<file path="src/rtl/key_word_sched_if.sv">
// key_word_sched_if: start/key, SubWord handshake and expanded-word bus
// of the AES key word scheduler.
interface key_word_sched_if #(
    parameter int NK = 8
);
    logic              start;
    logic [32*NK-1:0]  key_in;
    logic              busy;
    logic              sub_req;
    logic [31:0]       sub_word;
    logic              sub_ack;
    logic [31:0]       sub_result;
    logic              w_valid;
    logic [5:0]        w_index;
    logic [31:0]       w_data;
    logic              done;
    logic              rk_valid;
    logic [3:0]        rk_index;
    logic [127:0]      rk_data;

    modport slave (
        input  start, key_in, sub_ack, sub_result,
        output busy, sub_req, sub_word, w_valid, w_index, w_data, done,
               rk_valid, rk_index, rk_data
    );

    modport master (
        output start, key_in, sub_ack, sub_result,
        input  busy, sub_req, sub_word, w_valid, w_index, w_data, done,
               rk_valid, rk_index, rk_data
    );
endinterface

</file>
<file path="src/rtl/key_word_sched.sv">
// key_word_sched: AES key expansion, one word per cycle, SubWord via external S-box handshake.
// Optional round-key packing is enabled by defining KEY_WORD_SCHED_ROUNDKEY_EN.
module key_word_sched #(
    parameter int NK        = 8,
    parameter int ROT_BYTES = 1
) (
    input logic             clk,
    input logic             rst,
    key_word_sched_if.slave bus
);
    localparam int         TW       = 4 * (NK + 7);
    localparam logic [5:0] LAST_IDX = 6'(TW - 1);
    localparam logic [2:0] LAST_POS = 3'(NK - 1);

    localparam logic [2:0] IDLE     = 3'd0;
    localparam logic [2:0] LOAD     = 3'd1;
    localparam logic [2:0] CALC     = 3'd2;
    localparam logic [2:0] SUB_WAIT = 3'd3;
    localparam logic [2:0] FIN      = 3'd4;

    logic [2:0]  state;
    logic [31:0] hist [NK];
    logic [5:0]  idx;
    logic [2:0]  pos;
    logic [7:0]  rcon;

    logic        sub_req_p1;
    logic [31:0] sub_word_p1;
    logic        vld_p1;
    logic [5:0]  index_p1;
    logic [31:0] data_p1;
    logic        done_p1;

    logic        need_sub;
    logic        emit;
    logic [31:0] operand;
    logic [31:0] emit_word;

    function automatic logic [31:0] rotword(input logic [31:0] x);
        logic [63:0] d;
        d = {x, x} >> (32 - 8 * ROT_BYTES);
        return d[31:0];
    endfunction

    function automatic logic [7:0] xtime(input logic [7:0] b);
        return {b[6:0], 1'b0} ^ (b[7] ? 8'h1B : 8'h00);
    endfunction

    // hist[0] is w[i-NK], hist[NK-1] is w[i-1]; pos tracks i mod NK
    always_comb begin
        need_sub = 1'b0;
        operand  = hist[NK-1];
        if (pos == 3'd0) begin
            need_sub = 1'b1;
            operand  = rotword(hist[NK-1]);
        end else if (NK == 8 && pos == 3'd4) begin
            need_sub = 1'b1;
        end

        emit      = 1'b0;
        emit_word = hist[0] ^ hist[NK-1];
        case (state)
            LOAD: begin
                emit      = 1'b1;
                emit_word = hist[0];
            end
            CALC: emit = !need_sub;
            SUB_WAIT: begin
                if (bus.sub_ack) begin
                    emit      = 1'b1;
                    emit_word = hist[0] ^ bus.sub_result ^
                                {((pos == 3'd0) ? rcon : 8'h00), 24'h0};
                end
            end
            default: ;
        endcase
    end

    // Key capture, then every emitted word shifts in as the newest entry
    always_ff @(posedge clk) begin
        if (state == IDLE && bus.start) begin
            for (int j = 0; j < NK; j++)
                hist[j] <= bus.key_in[32*NK-1-32*j -: 32];
        end else if (emit) begin
            for (int j = 0; j < NK - 1; j++)
                hist[j] <= hist[j+1];
            hist[NK-1] <= emit_word;
        end
    end

    // Stage boundary: registered word/handshake outputs
    always_ff @(posedge clk) begin
        if (rst) begin
            state       <= IDLE;
            idx         <= 6'd0;
            pos         <= 3'd0;
            rcon        <= 8'h01;
            sub_req_p1  <= 1'b0;
            sub_word_p1 <= 32'h0;
            vld_p1      <= 1'b0;
            index_p1    <= 6'd0;
            data_p1     <= 32'h0;
            done_p1     <= 1'b0;
        end else begin
            vld_p1  <= emit;
            done_p1 <= 1'b0;
            if (emit) begin
                data_p1  <= emit_word;
                index_p1 <= idx;
                idx      <= idx + 6'd1;
                pos      <= (pos == LAST_POS) ? 3'd0 : pos + 3'd1;
            end
            case (state)
                IDLE: begin
                    if (bus.start) begin
                        state <= LOAD;
                        rcon  <= 8'h01;
                        idx   <= 6'd0;
                        pos   <= 3'd0;
                    end
                end
                LOAD: if (pos == LAST_POS) state <= CALC;
                CALC: begin
                    if (need_sub) begin
                        sub_req_p1  <= 1'b1;
                        sub_word_p1 <= operand;
                        state       <= SUB_WAIT;
                    end else if (idx == LAST_IDX) begin
                        state <= FIN;
                    end
                end
                SUB_WAIT: begin
                    if (bus.sub_ack) begin
                        sub_req_p1 <= 1'b0;
                        if (pos == 3'd0) rcon <= xtime(rcon);
                        state <= (idx == LAST_IDX) ? FIN : CALC;
                    end
                end
                FIN: begin
                    done_p1 <= 1'b1;
                    state   <= IDLE;
                end
                default: state <= IDLE;
            endcase
        end
    end

    assign bus.busy     = (state != IDLE);
    assign bus.sub_req  = sub_req_p1;
    assign bus.sub_word = sub_word_p1;
    assign bus.w_valid  = vld_p1;
    assign bus.w_index  = index_p1;
    assign bus.w_data   = data_p1;
    assign bus.done     = done_p1;

`ifdef KEY_WORD_SCHED_ROUNDKEY_EN
    logic [95:0]  rk_acc;
    logic         rk_vld_p1;
    logic [3:0]   rk_index_p1;
    logic [127:0] rk_data_p1;

    // Round key k is complete when w[4k+3] is emitted
    always_ff @(posedge clk) begin
        if (rst) begin
            rk_vld_p1   <= 1'b0;
            rk_index_p1 <= 4'd0;
            rk_data_p1  <= 128'h0;
        end else begin
            rk_vld_p1 <= 1'b0;
            if (emit) begin
                rk_acc <= {rk_acc[63:0], emit_word};
                if (idx[1:0] == 2'd3) begin
                    rk_vld_p1   <= 1'b1;
                    rk_index_p1 <= idx[5:2];
                    rk_data_p1  <= {rk_acc, emit_word};
                end
            end
        end
    end

    assign bus.rk_valid = rk_vld_p1;
    assign bus.rk_index = rk_index_p1;
    assign bus.rk_data  = rk_data_p1;
`else
    assign bus.rk_valid = 1'b0;
    assign bus.rk_index = 4'd0;
    assign bus.rk_data  = 128'h0;
`endif
endmodule

</file>
<file path="src/flat_wrapper.sv">
// flat-port wrapper written by rule: the top's interface ports become plain ports
module key_word_sched_flat 
#(
    parameter int NK        = 8,
    parameter int ROT_BYTES = 1
)
  (clk, rst, bus_start, bus_key_in, bus_sub_ack, bus_sub_result, bus_busy, bus_sub_req, bus_sub_word, bus_w_valid, bus_w_index, bus_w_data, bus_done, bus_rk_valid, bus_rk_index, bus_rk_data);
  key_word_sched_if #(.NK(NK)) bus_i ();
  input logic clk;
  input logic rst;
  input wire logic [$bits(bus_i.start)-1:0] bus_start;
  input wire logic [$bits(bus_i.key_in)-1:0] bus_key_in;
  input wire logic [$bits(bus_i.sub_ack)-1:0] bus_sub_ack;
  input wire logic [$bits(bus_i.sub_result)-1:0] bus_sub_result;
  output wire logic [$bits(bus_i.busy)-1:0] bus_busy;
  output wire logic [$bits(bus_i.sub_req)-1:0] bus_sub_req;
  output wire logic [$bits(bus_i.sub_word)-1:0] bus_sub_word;
  output wire logic [$bits(bus_i.w_valid)-1:0] bus_w_valid;
  output wire logic [$bits(bus_i.w_index)-1:0] bus_w_index;
  output wire logic [$bits(bus_i.w_data)-1:0] bus_w_data;
  output wire logic [$bits(bus_i.done)-1:0] bus_done;
  output wire logic [$bits(bus_i.rk_valid)-1:0] bus_rk_valid;
  output wire logic [$bits(bus_i.rk_index)-1:0] bus_rk_index;
  output wire logic [$bits(bus_i.rk_data)-1:0] bus_rk_data;
  assign bus_i.start = bus_start;
  assign bus_i.key_in = bus_key_in;
  assign bus_i.sub_ack = bus_sub_ack;
  assign bus_i.sub_result = bus_sub_result;
  assign bus_busy = bus_i.busy;
  assign bus_sub_req = bus_i.sub_req;
  assign bus_sub_word = bus_i.sub_word;
  assign bus_w_valid = bus_i.w_valid;
  assign bus_w_index = bus_i.w_index;
  assign bus_w_data = bus_i.w_data;
  assign bus_done = bus_i.done;
  assign bus_rk_valid = bus_i.rk_valid;
  assign bus_rk_index = bus_i.rk_index;
  assign bus_rk_data = bus_i.rk_data;
  key_word_sched #(.NK(NK), .ROT_BYTES(ROT_BYTES)) u_core (.clk(clk), .rst(rst), .bus(bus_i));
endmodule
</file>
<file path="config.mk">
export PLATFORM = sky130hd
export DESIGN_NAME = key_word_sched_flat
export DESIGN_NICKNAME = d
export VERILOG_FILES = /design/src/rtl/key_word_sched_if.sv /design/src/rtl/key_word_sched.sv /design/src/flat_wrapper.sv
export SDC_FILE = /design/constraint.sdc
export NUM_CORES = 1
export LEC_CHECK = 0
export ABC_CLOCK_PERIOD_IN_PS = 15820
export CORE_ASPECT_RATIO = 0.6
export CORE_MARGIN = 2
export CORE_UTILIZATION = 40
export CTS_CLUSTER_SIZE = 40
export DETAILED_ROUTE_END_ITERATION = 10
export PLACE_DENSITY = 0.69
export SLEW_MARGIN = 10
export SYNTH_ARGS = -nofsm -noshare
export SYNTH_HDL_FRONTEND = slang
export SYNTH_SLANG_ARGS = --single-unit
</file>
<file path="constraint.sdc">
create_clock -name clk -period 15.82 [get_ports clk]
set_input_delay 3.164 -clock clk [delete_from_list [all_inputs] [get_ports clk]]
set_output_delay 3.164 -clock clk [all_outputs]
set_load 0.01 [all_outputs]
</file>
## Word-level counts from Yosys, hierarchy flattened

Memories as Yosys holds them, arrays and structs flattened.
Cells that the tools add are included.

| word-level totals | value |
|---|---|
| register bits | 93 |
| bits in latches | 0 |
| bits in writable memories | 256 |
| bits in read-only memories | 0 |
| output and inout bits | 207 |
| memories kept | 1 |

| operators by class | value |
|---|---|
| add/subtract/negate cells | 2 |
| multiply operators | 0 |
| divide/modulo/power cells | 0 |
| order comparisons | 0 |
| equality and inequality tests | 13 |
| shifts and indexed selects | 0 |
| multiplexer cells | 44 |
| bitwise logic cells | 12 |
| reductions and logical operators | 11 |

Memory list:

| memory | depth | width | read ports | clocked after memory_dff | write ports | RTL line | source |
|---|---|---|---|---|---|---|---|
| u_core.hist | 8 | 32 | 8 | 0 | 8 | key_word_sched.sv:22 | `logic [31:0] hist [NK];` |

Operator list:

| kind | count |
|---|---|
| 32-bit 2-to-1 mux | 10 |
| 32-bit XOR | 3 |
| 32-bit case mux with 2 select lines | 1 |
| 8-bit 2-to-1 mux | 4 |
| 3-bit 2-to-1 mux | 10 |
| 6-bit 2-to-1 mux | 3 |
| 8-bit case mux with 2 select lines | 1 |
| 3-bit case mux with 4 select lines | 1 |
| 1-bit 2-to-1 mux | 11 |
| 3-bit == test (second input constant) | 3 |
| 1-bit bitwise OR | 8 |
| 4-bit AND reduction | 2 |
| 8-bit XOR | 1 |
| 6-bit by 1-bit adder with 6-bit output (second input constant) | 1 |
| 3-bit by 2-bit == test with 1-bit output (second input constant) | 2 |
| 6-bit == test (second input constant) | 1 |
| 3-bit logical NOT | 2 |
| 2-bit by 1-bit inequality test with 1-bit output (second input constant) | 3 |
| 5-bit 2-to-1 mux | 1 |
| 2-bit inequality test (second input constant) | 2 |
| 2-bit nonzero test | 2 |
| 3-bit by 1-bit adder with 3-bit output (second input constant) | 1 |
| 3-bit by 1-bit == test with 1-bit output (second input constant) | 1 |
| 3-bit by 1-bit inequality test with 1-bit output (second input constant) | 1 |
| other kinds (7) | 7 |

## Depth between registers and ports, before layout

| depth | value |
|---|---|
| depth in word-level cells | 9 |
| mapped depth | 8 |
| mapped depth without buffers | 6 |

## Least setup slack after synthesis

No wires, ideal clock.

| timing | value |
|---|---|
| kind | input-to-reg |
| from | in bus_sub_ack |
| to | mem u_core.hist[0][0], enable pin |
| data arrival time | 8179 ps |
| slack | 5661 ps |
| stages on the path | 6 |
| path through | nand2b_1 -> a21o_1 -> nand2_1 -> buf_2 -> buf_2 -> nand2_1 |

RTL lines:

| element | RTL line | source |
|---|---|---|
| start: declaration | flat_wrapper.sv:13 | `input wire logic [$bits(bus_i.sub_ack)-1:0] bus_sub_ack;` |
| end: declaration | key_word_sched.sv:22 |  |

==> impl_metrics.csv <==
group,metric,value,unit
run,max-cap-violations,0,
drt,ant_nets,0,
power,ir_drop,0.08435,mV
floorplan,rows,59,
synthesis,synth_top_area_share,44.13,%
timing,maxSlewViolCount,0,
final_layout,final_cells,2412,
drt,wl,51500,um
setup_path,regToRegStartpoint,"u_core.pos[0]",
clocking,cts_tree,"built",
clocking,cts-buffers-inserted,36,
setup_path,rr_endpoint,"u_core.hist[2][12]",
min_path,hold_path.class,"reg -> reg",
drt,vias,12650,
timing,worst_slew_pin_slew,1.139,ns
setup_path,reg2reg_slack,10.93,ns
global_routing,grt_pass1_vias,12470,
timing,fin_skew,0.02285,ns
clocking,clock_sinks,349,
min_path,worstHoldStart,"u_core.bus.w_data[21]",
synthesis,synth_area_leaders,"edfxtp_1 44%, dfxtp_1 11%, mux2_1 10%",
power,p_sw_share,35.51,%
clocking,holdBufCountCts,0,
final_layout,layout-drive-gt1-share,7.713,%
global_routing,overflow,0,
floorplan,core_area,43190,um^2
timing,holdWs,0.4778,ns
timing,setup-tns-final,0,ns
clocking,cts_resized,0,
synthesis,synth_edf_count,256,
timing,max-slew-margin-rel,24.04,%
place,port_buffers,365,
synthesis,synth_cells,1480,
place,dp_hpwl,35590,um
setup_path,crit_family,"buffers and inverters",
setup_path,crit_fanout,76,
power,pwr-share-clk,20.5,%
timing,layout_min_cycle_time,7.252,ns
synthesis,synth_seq_cells,349,
global_routing,grt_max_degree,83,
synthesis,ys.flop_type,"edfxtp_1",
setup_path,critPathCaptureType,"flop",
floorplan,die_y,165.6,um
synthesis,ys_types,57,
setup_path,worstPathRequired,15.97,ns
final_layout,fill_cells,3752,
setup_path,critPathBufInv,4,
drt,dr.pass1.iters,6,
drt,wire_per_inst,21.35,um
power,power.total,4.033,mW
timing,period_share,45.84,%
final_layout,nNetsFinal,2096,
power,pwr-share-comb,34.4,%
power,p_leak,8.212,nW
drt,drc_errors,0,
clocking,clkSlewWorstSetupHoldPaths,0.06,ns
floorplan,start_util,40.34,%
synthesis,synth_async_sr_flop_share,0,%
timing,rsz0062_at_grt,"no",
floorplan,num_io_pins,499,
timing,timing.fmax,137.9,MHz
clocking,cts_max_path_buffers,3,
power,seqPwrFrac,45.1,%
clocking,clockRootBuffer,"clkbuf_16",
min_path,hold_end,"u_core.bus.w_data[21]",
drt,vias_per_cell,5.244,
setup_path,crit_top_cell,"buf_4",
floorplan,die_area,45290,um^2
synthesis,ys_seq_area_share,54.82,%
timing,hold_viol_final,0,
power,p_sw,1.432,mW
clocking,clk_latency,0.54,ns
global_routing,grt_pass1_wl,76250,um
clocking,cts_setup_buffers,0,
final_layout,areaGrowthSynthToFinish,26.97,%
setup_path,slowest_stage,"buf_4",
setup_path,path_class,"in -> reg",
global_routing,antenna_found_initial,6,
floorplan,die_x,273.4,um
drt,drtIter0Drc,1216,
synthesis,yosys_warnings,0,
clocking,cts_max_level,2,
status,outcome,"finished clean",
synthesis,synth_top_area_cell,"edfxtp_1",
timing,finalSetupViolCount,0,
synthesis,synthesis.area,17420,um^2
place,dp_cells,2341,
setup_path,slowest_delay,0.90,ns
place,place.gp.congestion,0.8355,
global_routing,track_usage,22.01,%
setup_path,cp.arrival,7.40,ns
synthesis,syn_avg_cell_area,11.77,um^2
power,powerDensity,182.3,nW/um^2
setup_path,rr_worst_depth,8,
power,internal-power,2.601,mW
setup_path,crit_chain,"clkdlybuf4s50_1 -> buf_4 -> nand2b_1 -> a21o_1 -> nand2_4 -> nand2_4 -> buf_4 -> buf_4",
setup_path,start_kind,"input port",
min_path,hold_depth,2,
-- power by group through the flow --
stage	sequential, mW	combinational [mW]	clock [mW]
after global routing	1.86	1.52	0.883
after CTS	1.82	1.40	0.847
final	1.82	1.39	0.828
after detailed placement	1.84	1.39	0
after floorplan	1.81	0.934	0
after global placement	1.83	1.35	0
-- flip-flops by register name (all words and copies together), names as in the netlist, 3 cells and up --
| signal | count |
|---|---|
| u_core.rcon | 8 |
| u_core.bus.w_data | 32 |
| u_core.pos | 3 |
| u_core.bus.sub_word | 32 |
| u_core.hist | 256 |
| u_core.idx | 6 |
| u_core.state | 3 |
| u_core.bus.w_index | 6 |
-- per-stage QoR --
stage	utilization [%]	setup slack [ns]	cell area (um^2)
6_report	51.22	8.568	22120
3_5_place_dp	48.61	7.926	20990
5_1_grt	51.20	8.232	22110
3_3_place_gp	48.61	8.041	20990
2_1_floorplan	-	5.661	17910
4_1_cts	51.19	8.498	22110
-- metal layers --
layer	global-route usage [%]	vias to the layer above	wire [um]
met2	35.50	540	24050
met4	5.940	2	1379
li1	-	5822	-
met5	0	-	13
met3	5.394	85	4253
met1	29.56	6200	21800
-- worst max path at each step --
stage	startpoint	end	slack, ns	depth (start not counted)
6_report	bus_sub_ack	u_core.hist[2][12]	8.57	8
5_1_grt	bus_sub_ack	u_core.hist[2][51]	8.23	8
4_1_cts	bus_sub_ack	u_core.hist[1][14]	8.50	8
3_5_place_dp	bus_sub_ack	u_core.hist[1][50]	7.93	8
3_3_place_gp	bus_sub_ack	u_core.hist[1][50]	8.04	8
2_1_floorplan	bus_sub_ack	u_core.hist[0][0]	5.66	6
-- cells in the mapped netlist, drive strengths merged (3+ instances only) --
library cell and n:
o32a 8, ha 4, o221ai 11, o32ai 13
nand2 215, or3 3, edfxtp 256, a211oi 40
buf 185, dfxtp 93, a2111o 11, mux2 192
a221oi 13, and3 8, nand4 20, nand3 22
nor2b 12, o31ai 15, and4b 13, nand2b 3
xor2 3, nor4 5, o211a 11, clkbuf 48
a21oi 61, xnor2 16, inv 6, o21ai 34
nor2 62, mux2i 36, or2 19, a21o 12
nand3b 9
-- area by class of cell --
type,instances,area (um^2),area share [%]
Multi-Input combinational cell,1022,6902,31.20
Clock inverter,19,152.6,0.6902
Antenna cell,5,12.51,0.05657
Sequential cell,349,9550,43.18
Timing Repair Buffer,383,3784,17.11
Tap cell,579,724.4,3.275
Inverter,8,30.03,0.1358
Clock buffer,47,962.2,4.350
-- logic make-up (layout without fill, tap and decap cells) --
logic type / count (synthesis) / in the layout / synth area share (%)
AOI/OAI and AO/OA: 234 / 234 / 9.704
and+or+nand+nor: 404 / 404 / 11.11
buffers and inverters: 241 / 457 / 8.619
muxes: 228 / 228 / 14.48
xor gates and xnor gates: 19 / 19 / 0.9553
DFF: 349 / 349 / 54.82
adders and majority gates: 4 / 4 / 0.2873
other: 1 / 138 / 0.02153
-- layout by cell type (no fill, tap or decap), drive strengths merged, types with 14 or more instances in the layout --
master and n:
edfxtp 256, nand4 20, mux2i 36, a21oi 61, nand2 215, xnor2 16, o21ai 34, a211oi 40
or2 19, nand3 22, buf 19, dfxtp 93, clkinv 14, clkbuf 47, o31ai 15, clkdlybuf4s50 364
mux2 192, conb 133, nor2 62
-- worst register-to-register path: stages (launching register included) --
cell     delay [ns]
dfxtp_1        0.35
inv_1          0.08
ha_1           0.38
nor3b_1        0.44
a21o_1         0.20
nand2_4        0.46
nand2_4        0.83
buf_4          0.84
buf_4          0.90
(Power assumes the default switching activity.)
